## src/rtl/pcie_intx_responder.sv

```systemverilog
// PCIe legacy INTx responder: converts IRQ_REQ level edges into Assert/Deassert_INTA messages and a delayed IRQ_ACK pulse.
// Define PCIE_INTX_STATS_EN to build the saturating Assert/Deassert message counters; otherwise they read as 0.

module pcie_intx_responder #(
    parameter int ACK_DELAY = 4
) (
    input  logic        clk,
    input  logic        resetn,
    input  logic        IRQ_REQ,
    output logic        IRQ_ACK,
    input  logic        INTX_DISABLE,
    output logic        MSG_VALID,
    output logic        MSG_TYPE,
    input  logic        MSG_READY,
    output logic        INTA_WIRE,
    output logic        PROTO_ERR,
    output logic [15:0] ASSERT_COUNT,
    output logic [15:0] DEASSERT_COUNT
);

    typedef enum logic [1:0] {IDLE, SEND, WAIT, ACK} state_t;

    localparam logic [7:0] DELAY = 8'(ACK_DELAY);

    state_t     state;
    logic       req_state;
    logic       req_latched;
    logic       ack_pending;
    logic       irq_req_q;
    logic [7:0] wait_cnt;

    logic new_target;
    logic cur_target;
    logic handshake;

    assign new_target = IRQ_REQ & ~INTX_DISABLE;
    assign cur_target = req_state & ~INTX_DISABLE;
    assign handshake  = MSG_VALID & MSG_READY;

    always_ff @(posedge clk) begin
        if (!resetn) begin
            state       <= IDLE;
            req_state   <= 1'b0;
            req_latched <= 1'b0;
            ack_pending <= 1'b0;
            irq_req_q   <= 1'b0;
            wait_cnt    <= '0;
            IRQ_ACK     <= 1'b0;
            MSG_VALID   <= 1'b0;
            MSG_TYPE    <= 1'b0;
            INTA_WIRE   <= 1'b0;
            PROTO_ERR   <= 1'b0;
        end else begin
            irq_req_q <= IRQ_REQ;
            // NOTE: IRQ_ACK is cleared by default every cycle, so only the WAIT/SEND/IDLE exits into ACK can raise it, and only for one cycle.
            IRQ_ACK   <= 1'b0;

            // Any edge on IRQ_REQ while busy is a protocol violation; the level is re-evaluated back in IDLE.
            if (state != IDLE && IRQ_REQ != irq_req_q)
                PROTO_ERR <= 1'b1;

            case (state)
                IDLE: begin
                    if (IRQ_REQ != req_state) begin
                        req_latched <= IRQ_REQ;
                        ack_pending <= 1'b1;
                        if (new_target != INTA_WIRE) begin
                            state     <= SEND;
                            MSG_VALID <= 1'b1;
                            MSG_TYPE  <= ~new_target;
                        end else if (DELAY == 8'd0) begin
                            state   <= ACK;
                            IRQ_ACK <= 1'b1;
                        end else begin
                            state    <= WAIT;
                            wait_cnt <= DELAY;
                        end
                    end else if (cur_target != INTA_WIRE) begin
                        ack_pending <= 1'b0;
                        state       <= SEND;
                        MSG_VALID   <= 1'b1;
                        MSG_TYPE    <= ~cur_target;
                    end
                end
                SEND: begin
                    if (handshake) begin
                        MSG_VALID <= 1'b0;
                        INTA_WIRE <= ~INTA_WIRE;
                        if (!ack_pending) begin
                            state <= IDLE;
                        end else if (DELAY == 8'd0) begin
                            state   <= ACK;
                            IRQ_ACK <= 1'b1;
                        end else begin
                            state    <= WAIT;
                            wait_cnt <= DELAY;
                        end
                    end
                end
                WAIT: begin
                    if (wait_cnt <= 8'd1) begin
                        state   <= ACK;
                        IRQ_ACK <= 1'b1;
                    end else begin
                        wait_cnt <= wait_cnt - 8'd1;
                    end
                end
                ACK: begin
                    req_state   <= req_latched;
                    ack_pending <= 1'b0;
                    state       <= IDLE;
                end
                default: state <= IDLE;
            endcase
        end
    end

`ifdef PCIE_INTX_STATS_EN
    always_ff @(posedge clk) begin
        if (!resetn) begin
            ASSERT_COUNT   <= '0;
            DEASSERT_COUNT <= '0;
        end else if (handshake) begin
            if (!MSG_TYPE) begin
                if (ASSERT_COUNT != 16'hFFFF)
                    ASSERT_COUNT <= ASSERT_COUNT + 16'd1;
            end else begin
                if (DEASSERT_COUNT != 16'hFFFF)
                    DEASSERT_COUNT <= DEASSERT_COUNT + 16'd1;
            end
        end
    end
`else
    assign ASSERT_COUNT   = '0;
    assign DEASSERT_COUNT = '0;
`endif

endmodule

```

## config.mk

```make
export PLATFORM = sky130hd
export DESIGN_NAME = pcie_intx_responder
export DESIGN_NICKNAME = d
export VERILOG_FILES = /design/src/rtl/pcie_intx_responder.sv
export SDC_FILE = /design/constraint.sdc
export NUM_CORES = 1
export LEC_CHECK = 0
export CORE_MARGIN = 4
export CORE_UTILIZATION = 40
export DETAILED_ROUTE_END_ITERATION = 16
export PLACE_DENSITY = 0.72
export SYNTH_ARGS = -nofsm -noshare
export SYNTH_HDL_FRONTEND = slang
export SYNTH_SLANG_ARGS = --single-unit
```

## constraint.sdc

```tcl
create_clock -name clk -period 1.6 [get_ports clk]
set_input_delay 0.24 -clock clk [delete_from_list [all_inputs] [get_ports clk]]
set_output_delay 0.24 -clock clk [all_outputs]
set_load 0.01 [all_outputs]
```

==> parameters.txt, run 1 <==
Parameter                              Value

Clock network
  Level count of the clock H-tree    1
  CTS root buffer    sky130_fd_sc_hd__clkbuf_4
  Total number of clock tree sinks    19
  Clk buf depth    2
  TritonCTS clock tree    yes
  TritonCTS buffer count    3
  Clock transition at the registers of the reported paths    0.10 ns
  Post-CTS Hold Fix Bufs    0
  Worst skew pair latency    0.31 ns

Logic synthesis
  Flip-flop cell with the highest count after synthesis    sky130_fd_sc_hd__dfxtp_1
  Sequential cell area fraction in the yosys report    28.3%
  Async set-reset flop share out of synthesis    0%
  Mean instance size in the synthesized netlist    8.30 um^2
  Post-synthesis instance total    162
  Top-count cell post-synth    sky130_fd_sc_hd__buf_4
  Number of distinct library cell variants in the gate-level netlist after synthesis    52
  Number of storage elements in the synthesis netlist    19
  Cell accounting for the most synthesized area    sky130_fd_sc_hd__dfxtp_1
  Share of the synthesized area in the top cell type    28.3%
  Netlist Area Pre-Place    0.00135 mm^2
  Commonest cells post-synth    sky130_fd_sc_hd__buf_4 (35), sky130_fd_sc_hd__dfxtp_1 (19), sky130_fd_sc_hd__nand2_1 (16)
  Total number of yosys warnings    0
  Number of enable-type register cells in the synthesized netlist    0
  Top cells by area, synth    sky130_fd_sc_hd__dfxtp_1 (28%), sky130_fd_sc_hd__buf_4 (20%), sky130_fd_sc_hd__nand2_1 (4.5%)

Place
  Post-detailed-placement half-perimeter wirelength    1.94 mm
  Placed Cells    218
  Post-Place Cell Area    0.00140 mm^2
  Placer's final routability congestion estimate    0.880
  Buffers added on ports    9

Timing
  Post-Route Skew    0.0133 ns
  Number of max-slew violations in the final report    0
  Count of final setup violators    0
  Final worst path period need    1.52 ns
  Worst hold-check slack    0.472 ns
  Achievable clock frequency    0.657 GHz
  Share of the clock period used by the worst path after layout    95.2%
  Final hold vios    0

Status
  Outcome    finished clean

Routing
  Number of detailed-routing iterations run before antenna repair    4
  Detailed-route wire length    2.54 mm
  Antenna Violating Nets Remaining    0
  Post-DR vias/cell    4.82
  Number of DRC markers after the initial detailed-route iteration    64
  Via count    1071
  Average wire per standard cell    11.4 um
  Post-detailed-route DRC marker count    0

GRT
  Wire length of the first global-routing pass    4.06 mm
  Largest net degree at the start of global routing    12
  GRT Resource Usage Total    12.1%
  Number of antenna violations at the first check in global routing    0
  Via count of the first global-routing pass    876
  Final global-route overflow total    0

Finish
  Layout-stage area growth over the synthesis result    7.54%
  Number of fillers in the final layout    323
  Fin cells    222
  Post-route core utilization    46.2%
  Count of antenna diodes in the layout    0
  Net total in the final layout    186
  Fraction of final layout cells sized beyond drive strength 1    15.2%
  Post-route design area    0.00145 mm^2

Critical path
  Kind of end point of the critical path    primary output
  Slowest Stage Delay on Critical Path    0.56 ns
  Delay-heaviest family, CP    buffers and inverters
  Cell at the slowest stage of the critical path    sky130_fd_sc_hd__clkdlybuf4s50_1
  Required time of the critical path    1.36 ns
  Critical path type    register to primary output
  Startpoint kind of the worst setup timing path    register
  Crit Path Max Fanout    6
  Sequence of cells on the critical path    clkdlybuf4s50_1
  Data arrival time at the worst-slack endpoint    1.28 ns
  Buffers and inverters on the worst path    1

Power and ir drop
  Leakage power of the design    0.618 nW
  Peak VDD IR    303 uV
  Total power density per cell area    916 mW/mm^2

Floorplan
  Io pins    42
  Number of placement rows    20
  Die Span X    66.0 um
  Standard cell core area    0.00313 mm^2
  Full die area    0.00435 mm^2
  Initial cell density of the core    43.0%
  Die height    66.0 um

Min path
  Kind of path behind the tightest hold check    register to register

Run
  Number of max-cap violations    0
## routing by layer
metal,share of wire (%),routed length [um],vias up,global-route usage [%]
met1,48,1210,485,16.7
li1,-,-,541,-
met3,8.6,219,4,4.42
met4,1.0,26,0,4.57
met2,43,1080,41,16.9
met5,0,0,-,0
## cell usage in the layout (no fill, tap or decap), types with 2 or more instances in the layout
cell type,Yosys,layout
sky130_fd_sc_hd__inv_2,2,2
sky130_fd_sc_hd__nand3_1,4,3
sky130_fd_sc_hd__buf_4,35,11
sky130_fd_sc_hd__clkdlybuf4s50_1,0,9
sky130_fd_sc_hd__nand4_1,4,4
sky130_fd_sc_hd__and3b_1,2,2
sky130_fd_sc_hd__nor3_1,2,2
sky130_fd_sc_hd__ha_1,2,2
sky130_fd_sc_hd__dfxtp_2,0,2
sky130_fd_sc_hd__dfxtp_1,19,16
sky130_fd_sc_hd__nor2_1,13,13
sky130_fd_sc_hd__or2_1,2,2
sky130_fd_sc_hd__a21oi_1,5,5
sky130_fd_sc_hd__nand2b_1,2,2
sky130_fd_sc_hd__o21ai_0,2,2
sky130_fd_sc_hd__conb_1,1,32
sky130_fd_sc_hd__mux2i_1,2,2
sky130_fd_sc_hd__nand2_1,16,16
sky130_fd_sc_hd__xor2_1,2,2
sky130_fd_sc_hd__a31oi_1,3,2
sky130_fd_sc_hd__xnor2_1,2,2
sky130_fd_sc_hd__clkbuf_4,0,3
sky130_fd_sc_hd__nor2b_1,4,4
sky130_fd_sc_hd__o221ai_1,2,2
sky130_fd_sc_hd__inv_1,3,3
sky130_fd_sc_hd__o21ai_1,3,3
## worst register-to-register path: cells and delay by family (launching register included)
| family | cells | cell delay [ns] |
|---|---|---|
| and+or+nand+nor | 2 | 0.59 |
| DFF | 1 | 0.48 |
| AOI/OAI and AO/OA | 1 | 0.32 |
## cells by family after synthesis
group / count (synthesis) / synth area share (%)
xor+xnor: 4 / 2.61
compound gates: 33 / 19.6
buf+inv: 44 / 22.8
mux: 2 / 1.49
fa+ha+maj: 2 / 1.86
simple gates: 57 / 23.1
other cells: 1 / 0.279
flops: 19 / 28.3
## stage by stage
step	TNS [ns]	setup slack, ns	total power, mW
after global placement	-0.462	-0.0927	1.07
after global routing	-0.00549	-0.00549	1.42
after detailed placement	-0.728	-0.126	1.07
after floorplan	0	0.176	1.01
after CTS	0	0.0405	1.32
final	0	0.0771	1.32
## path summary, 6_finish.rpt
| path | slack [ns] | start | endpoint | cells after the start |
|---|---|---|---|---|
| setup / recovery | 0.08 | INTA_WIRE | INTA_WIRE | 1 |
| hold reg to reg | 0.47 | MSG_TYPE | MSG_TYPE | 2 |
| hold / removal | 0.47 | MSG_TYPE | MSG_TYPE | 2 |
| setup reg to reg | 0.11 | state[1] | wait_cnt[1] | 3 |
## power by group
part | leakage (nW) | switching, mW | total (mW) | internal (mW)
Combinational | 0.443 | 0.287 | 0.511 | 0.224
Sequential | 0.157 | 0.0466 | 0.565 | 0.519
Clock | 0.0177 | 0.154 | 0.248 | 0.0934
Total | 0.618 | 0.488 | 1.32 | 0.836
## registers in the layout, indices dropped and copies added (netlist names)
| name | count |
|---|---|
| IRQ_ACK | 1 |
| req_state | 1 |
| MSG_TYPE | 1 |
| req_latched | 1 |
| MSG_VALID | 1 |
| INTA_WIRE | 1 |
| ack_pending | 1 |
| wait_cnt | 8 |
| state | 2 |
| PROTO_ERR | 1 |
| irq_req_q | 1 |
## area by class of cell
type	count	area, um^2	area share, %
Multi-Input combinational cell	130	786	54.3
Timing Repair Buffer	20	173	11.9
Tap cell	44	55.1	3.81
Inverter	5	18.8	1.30
Clock inverter	1	5.00	0.346
Sequential cell	19	387	26.7
Clock buffer	3	22.5	1.56
## repair_timing
| action | in CTS | in global routing |
|---|---|---|
| setup endpoints to repair | 1 | 5 |
| buffers inserted | 0 | 0 |
| resized for setup | 1 | 5 |
Power figures use the tool's default switching activity.
==> run 2: changes to the inputs <==
- CORE_UTILIZATION: 40 -> 46
- PLACE_DENSITY: 0.72 -> 0.81
==> run 2 against run 1 <==
Wire length grew 0.12%; critical path depth stayed put; design area down 0.17%; sequential power is essentially flat; clock power rose by 4%; critical endpoint unchanged; largest cell class unchanged.
==> parameters.txt, run 2 (synthesized netlist as in run 1, its figures left out) <==
Parameter                              Value

Status
  Outcome    finished clean (unchanged)

Run
  Number of max-cap violations    0 (unchanged)

Timing
  Count of final setup violators    0 (unchanged)
  Post-Route Skew    0.00364 ns (was 0.0133 ns)
  Final setup margin    0.0713 ns (was 0.0771 ns)
  Total Neg Setup Slack    0 ns (unchanged)
  Number of max-slew violations in the final report    0 (unchanged)
  Achievable clock frequency    0.654 GHz (was 0.657 GHz)
  Final worst path period need    1.53 ns (was 1.52 ns)
  Setup repair after global routing missed its margin    false
  Share of the clock period used by the worst path after layout    95.5% (was 95.2%)
  Worst hold-check slack    0.478 ns (was 0.472 ns)
  Final hold vios    0 (unchanged)

Floorplan
  Standard cell core area    0.00278 mm^2 (was 0.00313 mm^2)
  Full die area    0.00385 mm^2 (was 0.00435 mm^2)
  Io pins    42 (unchanged)
  Die Span X    62.1 um (was 66.0 um)
  Die height    62.1 um (was 66.0 um)
  Number of placement rows    19 (was 20)
  Initial cell density of the core    48.4% (was 43.0%)

Place
  Post-Place Cell Area    0.00141 mm^2 (was 0.00140 mm^2)
  Post-detailed-placement half-perimeter wirelength    2.01 mm (was 1.94 mm)
  Buffers added on ports    9 (unchanged)
  Placer's final routability congestion estimate    0.903 (was 0.880)
  Setup Slack @ Placement    -0.121 ns (was -0.126 ns)

Clock network
  Post-CTS setup buffer count    0 (unchanged)
  Worst skew pair latency    0.30 ns (was 0.31 ns)
  TritonCTS clock tree    yes (unchanged)
  Total number of clock tree sinks    19 (unchanged)
  TritonCTS buffer count    3 (unchanged)
  Level count of the clock H-tree    1 (unchanged)
  CTS root buffer    sky130_fd_sc_hd__clkbuf_4 (unchanged)
  Clk buf depth    2 (unchanged)
  Clock transition at the registers of the reported paths    0.12 ns (was 0.10 ns)

Finish
  Count of antenna diodes in the layout    0 (unchanged)
  Flip-flop count of the largest register, all copies and words added    8 (unchanged)
  Post-route design area    0.00144 mm^2 (was 0.00145 mm^2)
  Commonest non-fill, non-tap cell in the layout    sky130_fd_sc_hd__conb_1 (unchanged)
  Net total in the final layout    189 (was 186)
  Fraction of final layout cells sized beyond drive strength 1    15.5% (was 15.2%)
  Leading cell types in the layout, fill and taps excluded    sky130_fd_sc_hd__conb_1 (32), sky130_fd_sc_hd__dfxtp_1 (16), sky130_fd_sc_hd__nand2_1 (16), sky130_fd_sc_hd__buf_4 (14), sky130_fd_sc_hd__nor2_1 (13) (was sky130_fd_sc_hd__conb_1 (32), sky130_fd_sc_hd__dfxtp_1 (16), sky130_fd_sc_hd__nand2_1 (16), sky130_fd_sc_hd__nor2_1 (13), sky130_fd_sc_hd__buf_4 (11))
  Layout-stage area growth over the synthesis result    7.35% (was 7.54%)
  Registers with the highest flip-flop counts    wait_cnt x8, state x2 (unchanged)
  Register with the most flip-flops    wait_cnt (unchanged)

Routing
  Post-detailed-route DRC marker count    0 (unchanged)
  Antenna Violating Nets Remaining    0 (unchanged)
  Detailed-route wire length    2.54 mm (about the same)
  Via count    1071 (unchanged)
  Number of detailed-routing iterations run before antenna repair    5 (was 4)
  Average wire per standard cell    12.0 um (was 11.4 um)
  Number of DRC markers after the initial detailed-route iteration    44 (was 64)
  Post-DR vias/cell    5.05 (was 4.82)

Power and ir drop
  Total chip power    1.34 mW (was 1.32 mW)
  Total power density per cell area    926 mW/mm^2 (was 916 mW/mm^2)
  Peak VDD IR    672 uV (was 303 uV)
  Leakage power of the design    0.626 nW (was 0.618 nW)

Critical path
  Slowest Stage Delay on Critical Path    0.55 ns (was 0.56 ns)
  Kind of end point of the critical path    primary output (unchanged)
  Path length in cells of the critical path    1 (unchanged)
  Startpoint kind of the worst setup timing path    register (unchanged)
  Worst flop-to-flop path startpoint    state[1] (unchanged)
  Crit path from    INTA_WIRE (unchanged)
  Crit Path Max Fanout    9 (was 6)
  Critical path type    register to primary output (unchanged)
  Data arrival time at the worst-slack endpoint    1.29 ns (was 1.28 ns)
  Sequence of cells on the critical path    clkdlybuf4s50_1 (unchanged)
  Delay-heaviest family, CP    buffers and inverters (unchanged)
  Buffers and inverters on the worst path    1 (unchanged)
  Required time of the critical path    1.36 ns (about the same)
  Reg2reg path depth    4 (was 3)
  Cell at the slowest stage of the critical path    sky130_fd_sc_hd__clkdlybuf4s50_1 (unchanged)

GRT
  Wire length of the first global-routing pass    4.02 mm (was 4.06 mm)
  Largest net degree at the start of global routing    12 (unchanged)
  Final global-route overflow total    0 (unchanged)
  Via count of the first global-routing pass    873 (was 876)
  GRT Resource Usage Total    13.8% (was 12.1%)
  Number of antenna violations at the first check in global routing    0 (unchanged)

Min path
  Min-Delay Path Depth    2 (unchanged)
  Hold path startpoint    MSG_TYPE (unchanged)
  Kind of path behind the tightest hold check    register to register (unchanged)
-- run 2: changes by cell type in the layout (fill, tap and decap cells not counted), sizes merged --
cell / before / now
buf: 11 / 14
-- run 2: area by class of cell --
class | instances | area (um^2)
well taps | 31 | 38.8
multi-input cells | 130 | 774
clock inverters | 1 | 5.00
fillers | 275 | 1340
inverters | 5 | 18.8
repair buffers | 23 | 195
flip-flops and latches | 19 | 389
clock buffers | 3 | 22.5
-- run 2: layer usage --
| layer | wire length (um) | share of wire [%] | up-vias | track usage [%] |
|---|---|---|---|---|
| met5 | 0 | 0 | - | 0 |
| met4 | 50 | 2.0 | 0 | 5.76 |
| met3 | 221 | 8.7 | 4 | 1.86 |
| met2 | 1080 | 42 | 55 | 18.9 |
| met1 | 1190 | 47 | 471 | 21.3 |
| li1 | - | - | 541 | - |
-- run 2: what timing repair did --
item,in CTS,in global routing
endpoints found under the setup margin,1,7
resized for setup,1,4
hold buffers,0,0
-- run 2: where the power goes --
group	switching [mW]	total (mW)	leakage, nW	internal [mW]
combinational	0.289	0.518	0.451	0.229
sequential	0.0439	0.562	0.157	0.518
clock	0.165	0.258	0.0177	0.0932
total	0.498	1.34	0.626	0.840
-- run 2: per-stage QoR --
| step | std cells | util (%) |
|---|---|---|
| 2_1_floorplan | 193 | - |
| 3_3_place_gp | 208 | 50.6 |
| 3_5_place_dp | 208 | 50.6 |
| 4_1_cts | 212 | 51.6 |
| 5_1_grt | 212 | 51.9 |
| 6_report | 212 | 51.9 |
-- run 2: path summary, 6_finish.rpt --
| check | to | slack (ns) |
|---|---|---|
| worst max-delay path | INTA_WIRE | 0.07 |
| worst min-delay path | MSG_TYPE | 0.48 |
| worst max register to register | wait_cnt[2] | 0.12 |
| worst min register to register | MSG_TYPE | 0.48 |
